===== config.mk =====
export PLATFORM = sky130hd
export DESIGN_NAME = trap_controller
export DESIGN_NICKNAME = d
export VERILOG_FILES = /design/src/rtl/trap_controller.sv
export SDC_FILE = /design/constraint.sdc
export NUM_CORES = 1
export LEC_CHECK = 0
export ABC_AREA = 1
export BUFFER_PORTS_ARGS = -buffer_cell sky130_fd_sc_hd__buf_2
export CAP_MARGIN = 15
export CORE_UTILIZATION = 46
export CTS_CLUSTER_SIZE = 25
export DETAILED_ROUTE_END_ITERATION = 8
export HOLD_SLACK_MARGIN = 0.02
export PLACE_DENSITY = 0.92
export SYNTH_ARGS = -nofsm -noshare
export SYNTH_HDL_FRONTEND = slang
export SYNTH_SLANG_ARGS = --single-unit

===== constraint.sdc =====
create_clock -name clk -period 1.81 [get_ports clk]
set_input_delay 0.2715 -clock clk [delete_from_list [all_inputs] [get_ports clk]]
set_output_delay 0.2715 -clock clk [all_outputs]
set_load 0.005 [all_outputs]

===== src/rtl/trap_controller.sv =====
// Trap/mret sequencer: writes mepc/mcause/mtval/mstatus one CSR per cycle, then redirects fetch (IRQ entry under TRAP_IRQ_EN).
// Latency: trap = accept + 5 cycles (redirect in the 5th), mret = accept + 2 cycles (redirect in the 2nd).
// Backpressure: stall held from accept until back in IDLE; requests arriving while busy are dropped.
module trap_controller #(
  parameter logic [1:0] MPP_VALUE = 2'b11
) (
  input  logic        clk,
  input  logic        rst_n,
  input  logic        req_valid,
  input  logic        ecall,
  input  logic        ebreak,
  input  logic        mret,
  input  logic        illegal_instr,
  input  logic [31:0] req_pc,
  input  logic [31:0] req_inst,
  input  logic [31:0] mtvec_in,
  input  logic [31:0] mepc_in,
  input  logic [31:0] mstatus_in,
`ifdef TRAP_IRQ_EN
  input  logic        irq_ext,
  input  logic [31:0] irq_pc,
`endif
  output logic        csr_we,
  output logic [11:0] csr_waddr,
  output logic [31:0] csr_wdata,
  output logic        stall,
  output logic        flush,
  output logic        redirect_valid,
  output logic [31:0] redirect_pc,
  output logic        busy
);

  typedef enum logic [2:0] {
    IDLE, W_EPC, W_CAUSE, W_TVAL, W_STATUS, REDIRECT, R_STATUS
  } state_t;

  typedef enum logic [1:0] {C_ILL, C_EBRK, C_ECALL, C_IRQ} cause_t;

  state_t      state;
  cause_t      lat_cause;
  logic        lat_mret;
  logic [31:0] lat_pc;
  logic [31:0] lat_inst;
  logic        req_acc;
  logic        take;
  logic        mret_only;
  logic [31:0] status_trap;
  logic [31:0] status_mret;

  assign req_acc   = (state == IDLE) & req_valid & (ecall | ebreak | mret | illegal_instr);
  assign mret_only = mret & ~illegal_instr & ~ebreak & ~ecall;

`ifdef TRAP_IRQ_EN
  logic irq_acc;
  // A committing synchronous request always pre-empts the interrupt.
  assign irq_acc = (state == IDLE) & irq_ext & mstatus_in[3] & ~req_acc;
  assign take    = req_acc | irq_acc;
`else
  assign take    = req_acc;
`endif

  assign busy  = (state != IDLE);
  assign stall = take | busy;
  assign flush = take;

  always_ff @(posedge clk or negedge rst_n) begin
    if (!rst_n) begin
      state     <= IDLE;
      lat_cause <= C_ILL;
      lat_mret  <= 1'b0;
      lat_pc    <= 32'd0;
      lat_inst  <= 32'd0;
    end else begin
      case (state)
        IDLE: begin
          if (req_acc) begin
            lat_pc   <= req_pc;
            lat_inst <= req_inst;
            lat_mret <= mret_only;
            if (illegal_instr)  lat_cause <= C_ILL;
            else if (ebreak)    lat_cause <= C_EBRK;
            else                lat_cause <= C_ECALL;
            state <= mret_only ? R_STATUS : W_EPC;
          end
`ifdef TRAP_IRQ_EN
          else if (irq_acc) begin
            lat_pc    <= irq_pc;
            lat_inst  <= 32'd0;
            lat_mret  <= 1'b0;
            lat_cause <= C_IRQ;
            state     <= W_EPC;
          end
`endif
        end
        W_EPC:    state <= W_CAUSE;
        W_CAUSE:  state <= W_TVAL;
        W_TVAL:   state <= W_STATUS;
        W_STATUS: state <= REDIRECT;
        R_STATUS: state <= REDIRECT;
        REDIRECT: state <= IDLE;
        default:  state <= IDLE;
      endcase
    end
  end

  // mstatus is read live so any CSR write landing before this state is seen.
  always_comb begin
    status_trap        = mstatus_in;
    status_trap[7]     = mstatus_in[3];
    status_trap[3]     = 1'b0;
    status_trap[12:11] = MPP_VALUE;
    status_mret        = mstatus_in;
    status_mret[3]     = mstatus_in[7];
    status_mret[7]     = 1'b1;
  end

  always_comb begin
    csr_we         = 1'b0;
    csr_waddr      = 12'h000;
    csr_wdata      = 32'd0;
    redirect_valid = 1'b0;
    redirect_pc    = 32'd0;
    case (state)
      W_EPC: begin
        csr_we    = 1'b1;
        csr_waddr = 12'h341;
        csr_wdata = lat_pc & 32'hFFFF_FFFC;
      end
      W_CAUSE: begin
        csr_we    = 1'b1;
        csr_waddr = 12'h342;
        case (lat_cause)
          C_ILL:   csr_wdata = 32'd2;
          C_EBRK:  csr_wdata = 32'd3;
          C_ECALL: csr_wdata = 32'd11;
          default: csr_wdata = 32'h8000_000B;
        endcase
      end
      W_TVAL: begin
        csr_we    = 1'b1;
        csr_waddr = 12'h343;
        case (lat_cause)
          C_ILL:   csr_wdata = lat_inst;
          C_EBRK:  csr_wdata = lat_pc;
          default: csr_wdata = 32'd0;
        endcase
      end
      W_STATUS: begin
        csr_we    = 1'b1;
        csr_waddr = 12'h300;
        csr_wdata = status_trap;
      end
      R_STATUS: begin
        csr_we    = 1'b1;
        csr_waddr = 12'h300;
        csr_wdata = status_mret;
      end
      REDIRECT: begin
        redirect_valid = 1'b1;
        redirect_pc    = lat_mret ? mepc_in : (mtvec_in & 32'hFFFF_FFFC);
      end
      default: ;
    endcase
  end

endmodule


; Word level (Yosys, flattened, before mapping)
; Index checks and enable logic that the tools add are counted.
; W data, S select, Z words.
[op_classes]
n_eq_ne = 9
mux = 13
n_bitwise = 12
reduce_logical = 6
[ops]
columns = operator, count
row1 = $pmux W32 S5, 1
row2 = $pmux W32 S3, 1
row3 = $mux W32, 2
row4 = $pmux W32 S2, 1
row5 = $pmux W10 S4, 1
row6 = $pmux W3 S5, 1
row7 = $eq A3 B3 Y1 const B, 3
row8 = $eq A3 B2 Y1 const B, 2
row9 = $mux W3, 2
row10 = $and A1 B1 Y1, 5
row11 = $reduce_or A5 Y1, 1
row12 = $mux W2, 2
row13 = $or A1 B1 Y1, 4
row14 = $eq A3 B1 Y1 const B, 1
row15 = $logic_not A3 Y1, 1
row16 = $not A1 Y1, 3
row17 = $reduce_bool A3 Y1, 1
row18 = $eq A2 B1 Y1 const B, 1
row19 = $eq A2 B2 Y1 const B, 1
row20 = $logic_not A2 Y1, 1
row21 = $mux W1, 2
row22 = $ne A2 B2 Y1 const B, 1
row23 = $reduce_and A2 Y1, 1
row24 = $reduce_or A2 Y1, 1
[totals]
regBits = 70
in_bits = 167
output_inout_bits = 81
elab_cells = 45

; Logic depth before layout (Yosys ltp)
; Gate-level depths: netlist of the first run.
[depth]
depth_word = 7
mapped_depth = 8
ltp_nobuf = 6

; Least setup slack after synthesis of the first run
; Ideal clock, no wire load.
[synth_path]
kind = reg2out
from = reg state[1]
to = out flush
arrival_time_ns = 1.161
required_ns = 1.539
setup_slack_ns = 0.378
stages_incl_launch_ff = 8
path_buffers = 2
cell_sequence = dfrtp_1 inv_2 nand3_4 nor2_4 nand2_2 buf_4 buf_6 inv_1
[synth_via]
elab_chain_len = 3
[synth_lines]
columns = item, line
row1 = "start, declared", 39  ; state_t state;
row2 = "start signal, assigned", 83  ; state <= mret_only ? R_STATUS : W_EPC;
row3 = $logic_not A3 Y1, 50  ; assign req_acc = (state == IDLE) & req_valid & (ecall | ebreak | mret | illegal_instr);
row4 = $and A1 B1 Y1 (2 in a row), 50
row5 = "end, declared", 27  ; output logic flush,
; No other way between the ends.

; Worst setup path in the final report of the first run
[layout_path]
from = reg state[0]
to = out csr_wdata[7]
[layout_via]
elab_chain_len = 2
word_cells_on_any_way = 6
cone_classes = eq/ne: 5 / mux: 1
[layout_lines]
columns = item, line
row1 = "$eq A3 B3 Y1, or another cell as far along", 123  ; case (state)
row2 = $pmux W32 S5 (*), 123
row3 = "end, declared", 25  ; output logic [31:0] csr_wdata,
; Every way passes the cells marked *; elsewhere a longest branch is shown, timed or not.

==> impl_metrics.ini, run 1 <==
[outcome]
status = finished, violations left
violations = setup timing

[worst_setup_path]
critPathMaxFanout = 6
critPathKind = register to output port
cp.arrival_ns = 1.64
crit_required_ns = 1.54
crit_path_start_kind = register
endpoint_kind = output port

[floorplanning]
core_um2 = 9770
die_y_um = 102
die_width_um = 102
ios = 248
rows = 36
die_area_um2 = 10500
initial_core_util_pct = 47.5

[power_and_ir_drop]
p_per_area_nw_per_um2 = 1620
power_frac_seq_pct = 25.6
switching_share_pct = 44.7
clock_power_share_pct = 12.4
p_int_uw = 6360
p_leak_uw = 0.00447
ir_drop_uv = 1010
p_comb_share_pct = 62.0
p_switching_uw = 5130

[yosys]
synth_area_per_cell_um2 = 6.09
yosysTopAreaCell = dfrtp_1
synthDistinctLibCells = 18
synthTopCellsByArea = dfrtp_1, nand2_1, nand3_1, inv_1, buf_4
yosysSeqAreaShare_pct = 37.7
synth_seq_cells = 70
syn-cell-area_um2 = 4640
synth_top_area_share_pct = 37.7
syn_inst = 762
synth_warnings = 0

[sta]
post-route-min-period_ns = 1.91
fin_tns_setup_ns = -1.82
hold_viol_final = 0
finalMaxSlewViolations = 0
worst_slack_ns = -0.101
fmax_mhz = 523
post-route-period-util_pct = 106
rsz0062_at_grt = true
finalSetupViolations = 32
clock_skew_ns = 0.00933

[cells_and_area]
diodes = 0
final_area_um2 = 7100
areaGrowthSynthToFinish_pct = 52.8
drive_gt1_share_pct = 38.7
nNetsFinal = 1187
multi_input_area_um2 = 2710
nFillCells = 792
fin_util_pct = 72.6
stdcell_count = 1158
regArea_um2 = 1750

[routing]
drtAntennaViolNets = 0
wl_per_cell_um = 15.3
first_iter_violations = 358
totalWireLength_um = 17700
drc = 0
via_count = 6042
drtPass1Iterations = 6
via_per_inst = 5.22

[global_routing]
antenna_found_initial = 1
grt_pass1_vias = 5212
grt_usage_pct = 29.9
grt-ovfl-total = 0
grt_pass1_wl_um = 24000
grt_max_degree = 47

[place]
place_congestion = 0.853
dpl_cell_area_um2 = 6000
post-place-ws_ns = 0.123
dpl.cell_count = 1109
detailed_place_hpwl_um = 10900
place.port_buffers = 238

[hold_path]
hp-class = input pin to register

[clocking]
ctsHtreeMaxLevel = 3
cts-root-buf = clkbuf_8
cts.clk_slew.worst_paths_ns = 0.08
clkLatencyLatePin_ns = 0.34
cts_tree = built
cts_buffers = 9
cts_sinks = 70
cts_max_path_buffers = 2

[run]
maxCapViolCount = 0
==> cells by family after synthesis <==
kind of cell	after synthesis	synth area share, %
DFF	70	37.7
AOI/OAI and AO/OA	7	0.754
and+or+nand+nor	577	50.9
other	1	0.0808
buffers and inverters	107	10.6
==> through the flow <==
stage	power, µW	hold WS (ns)
6_report	11500	0.149
5_1_grt	12300	0.146
4_1_cts	10000	0.144
3_5_place_dp	7820	0.251
3_3_place_gp	7680	0.249
2_1_floorplan	5920	-0.0241
==> flip-flops by register name (all words and copies together), names as in the netlist <==
signal	count
state	3
lat_inst	32
lat_cause	2
lat_mret	1
lat_pc	32
==> routing by layer <==
layer	GRT usage [%]	part of all wire, %	vias to the layer above
li1	-	-	2856
met1	32.9	37	2749
met2	53.4	50	365
met3	5.95	8.9	70
met4	17.0	3.8	2
met5	0	0.090	-
==> cells in the final DEF, fill, tap and decap left out, drive strengths merged <==
cell type | synthesis | layout
clkbuf | 19 | 18
inv | 50 | 50
o21ai | 5 | 5
bufinv | 0 | 2
nor2 | 21 | 21
clkinv | 0 | 2
a21oi | 2 | 2
buf | 38 | 289
dfrtp | 70 | 70
clkinvlp | 0 | 2
nand3 | 138 | 138
dlygate4sd3 | 0 | 1
nor3 | 1 | 1
conb | 1 | 7
nand2 | 417 | 417
==> power groups by stage <==
stage / registers, µW / logic [µW] / clock network [µW]
global route: 3020 / 7780 / 1510
floorplan: 2710 / 3210 / 0
detailed placement: 2850 / 4970 / 0
CTS: 2840 / 5740 / 1420
global placement: 2830 / 4850 / 0
finish: 2940 / 7130 / 1430
==> Yosys cell counts <==
| cell | instances |
|---|---|
| nor2_4 | 1 |
| o21ai_0 | 5 |
| buf_1 | 5 |
| nand2_1 | 416 |
| inv_2 | 4 |
| nand2_2 | 1 |
| nor2_1 | 20 |
| inv_1 | 46 |
| buf_4 | 14 |
| clkbuf_1 | 19 |
| nand3_1 | 137 |
| nand3_4 | 1 |
| buf_6 | 2 |
| a21oi_1 | 2 |
| nor3_1 | 1 |
| conb_1 | 1 |
| dfrtp_1 | 70 |
| buf_2 | 17 |
==> worst paths after layout <==
path | startpoint | end | slack, ns | depth (start not counted)
worst max register to register | state[2] | lat_inst[22] | 0.08 | 8
worst min register to register | lat_inst[8] | lat_inst[8] | 0.48 | 2
min in group asynchronous | rst_n | lat_inst[10] | 0.42 | 2
worst min-delay path | req_pc[29] | lat_pc[29] | 0.15 | 3
max in group asynchronous | rst_n | state[0] | 0.81 | 3
worst max-delay path | state[0] | csr_wdata[7] | -0.10 | 7
==> cell type report <==
class	count	area share (%)
clock buffer	10	1.94
clock inverter	6	1.20
inverter	50	2.86
multi-input combinational	591	38.2
sequential	70	24.7
tap	133	2.34
timing repair buffer	298	28.7
==> critical path, cell delays in order, from the launching register on <==
cell     delay (ns)
dfrtp_2        0.45
inv_2          0.13
nand2_2        0.10
inv_4          0.10
buf_6          0.13
o21ai_0        0.15
nand3_2        0.12
buf_2          0.12
==> repair_timing <==
| item | CTS | global route |
|---|---|---|
| setup endpoints to repair | 64 | 89 |
| gates resized for setup | 38 | 87 |
| gates cloned | 4 | 8 |
| endpoints found under the hold margin | 34 | 0 |
| pin swaps | 3 | 31 |
| hold buffers | 1 | 0 |
| buffers inserted | 13 | 8 |
(Power assumes the default switching activity.)
==> run 2, diff against run 1 <==
--- a/config.mk
+++ b/config.mk
@@ -6,13 +6,13 @@
 export NUM_CORES = 1
 export LEC_CHECK = 0
 export ABC_AREA = 1
-export BUFFER_PORTS_ARGS = -buffer_cell sky130_fd_sc_hd__buf_2
 export CAP_MARGIN = 15
-export CORE_UTILIZATION = 46
+export CORE_UTILIZATION = 50
 export CTS_CLUSTER_SIZE = 25
 export DETAILED_ROUTE_END_ITERATION = 8
+export DONT_BUFFER_PORTS = 1
 export HOLD_SLACK_MARGIN = 0.02
-export PLACE_DENSITY = 0.92
+export PLACE_DENSITY = 0.75
 export SYNTH_ARGS = -nofsm -noshare
 export SYNTH_HDL_FRONTEND = slang
 export SYNTH_SLANG_ARGS = --single-unit
==> impl_metrics.ini, run 2 (synthesis results as in run 1) <==
[floorplanning]
die_y_um = 98.4
die_area_um2 = 9680
core_um2 = 8850
initial_core_util_pct = 52.5
rows = 34
ios = 248
die_width_um = 98.4

[routing]
via_count = 5033
via_per_inst = 5.71
drtAntennaViolNets = 0
wl_per_cell_um = 18.3
first_iter_violations = 334
drtPass1Iterations = 9
drc = 17
totalWireLength_um = 16200

[sta]
post-route-min-period_ns = 1.86
worst_slack_ns = -0.0541
fmax_mhz = 536
finalMaxSlewViolations = 0
rsz0062_at_grt = true
worst_pin_slew_ns = 0.712
post-route-period-util_pct = 103
relSlewSlack_pct = 52.5
clock_skew_ns = 0.0130
finalSetupViolations = 31
holdWs_ns = -0.390
hold_viol_final = 70

[cells_and_area]
nNetsFinal = 935
layout_common_cells = nand2_1, nand3_1, dfrtp_1, inv_1, nand2_2
fin_util_pct = 65.3
stdcell_count = 882
drive_gt1_share_pct = 20.6
top_regs = lat_inst: 32 flops, lat_pc: 32 flops, state: 3 flops
areaGrowthSynthToFinish_pct = 24.5
final_common_cell = nand2_1

[outcome]
status = finished, violations left
violations = DRC, hold timing, setup timing

[global_routing]
grt_usage_pct = 31.1
use_met3_pct = 9.31
grt-ovfl-total = 0
grt_util_met2_pct = 52.3
grt_pass1_wl_um = 23100
grtUsageMet1_pct = 35.9
grt_pass1_vias = 4687
grt_max_degree = 71
grt_most_used_layer = met2
antenna_found_initial = 2

[worst_setup_path]
path_cells = nand2_4 -> clkinvlp_4 -> buf_6 -> nand2_1 -> nand3_2
critPathSlowestCell = dfrtp_2
regToRegStartpoint = state[2]
critPathKind = register to output port
crit_required_ns = 1.54
crit_path_start_kind = register
endpoint_kind = output port
worst-path-buf-inv = 2
critPathMaxFanout = 7
critPathLaunch = state[2]
regToRegEndpoint = lat_pc[18]
r2r_slack_ns = 0.09
cp_top_family = buffers and inverters
reg2regPathDepth = 9
cp.arrival_ns = 1.59
max_stage_delay_ns = 0.47

[run]
maxCapViolCount = 0

[clocking]
cts.clk_slew.worst_paths_ns = 0.08
cts_buffers = 9
cts_tree = built
cts_max_path_buffers = 2
ctsHtreeMaxLevel = 3
clkLatencyLatePin_ns = 0.35
cts_sinks = 70
cts-root-buf = clkbuf_8

[power_and_ir_drop]
ir_drop_uv = 922
power_uw = 10300
p_per_area_nw_per_um2 = 1780
p_leak_uw = 0.00348

[hold_path]
hp-class = input pin to async pin

[place]
dpl.cell_count = 838
detailed_place_hpwl_um = 9620
post-place-ws_ns = 0.131
place_congestion = 0.841
place.port_buffers = 0
[run 2: cell type report]
class	count	area, µm²
clock inverters	6	111
well taps	108	135
flip-flops and latches	70	1760
inverters	50	209
repair buffers	46	628
multi-input cells	591	2810
clock buffers	9	124
fillers	827	3070
diodes	2	5.00
[run 2: worst max-delay path by stage]
stage                         end  slack (ns)  cells past startpoint
floorplan                   flush        0.38                      7
global placement    csr_wdata[16]        0.17                      6
detailed placement  csr_wdata[15]        0.13                      6
CTS                  csr_wdata[8]       -0.02                      7
global route        csr_wdata[16]       -0.09                      5
finish              csr_wdata[16]       -0.05                      5
[run 2: report_power, final]
part	internal, µW	switching (µW)
Sequential	2320	634
Combinational	2320	3510
Clock	908	611
[run 2: repair_timing]
item | 4_1_cts | 5_1_grt
setup buffers | 13 | 5
hold endpoints to repair | 70 | 70
gates resized for setup | 54 | 79
pin swaps | 2 | 19
setup endpoints to repair | 64 | 111
gates cloned | 5 | 6
[run 2: layer usage]
layer  part of all wire [%]  wire length, µm
met5                      0                0
met4                    3.9              629
met3                     10             1640
met2                     49             7920
met1                     37             5980
[run 2: through the flow]
stage,TNS (ns),instance area [µm²]
global placement,0,4710
global route,-3.43,5780
floorplan,0,4670
finish,-0.492,5780
detailed placement,0,4710
CTS,-0.266,5380
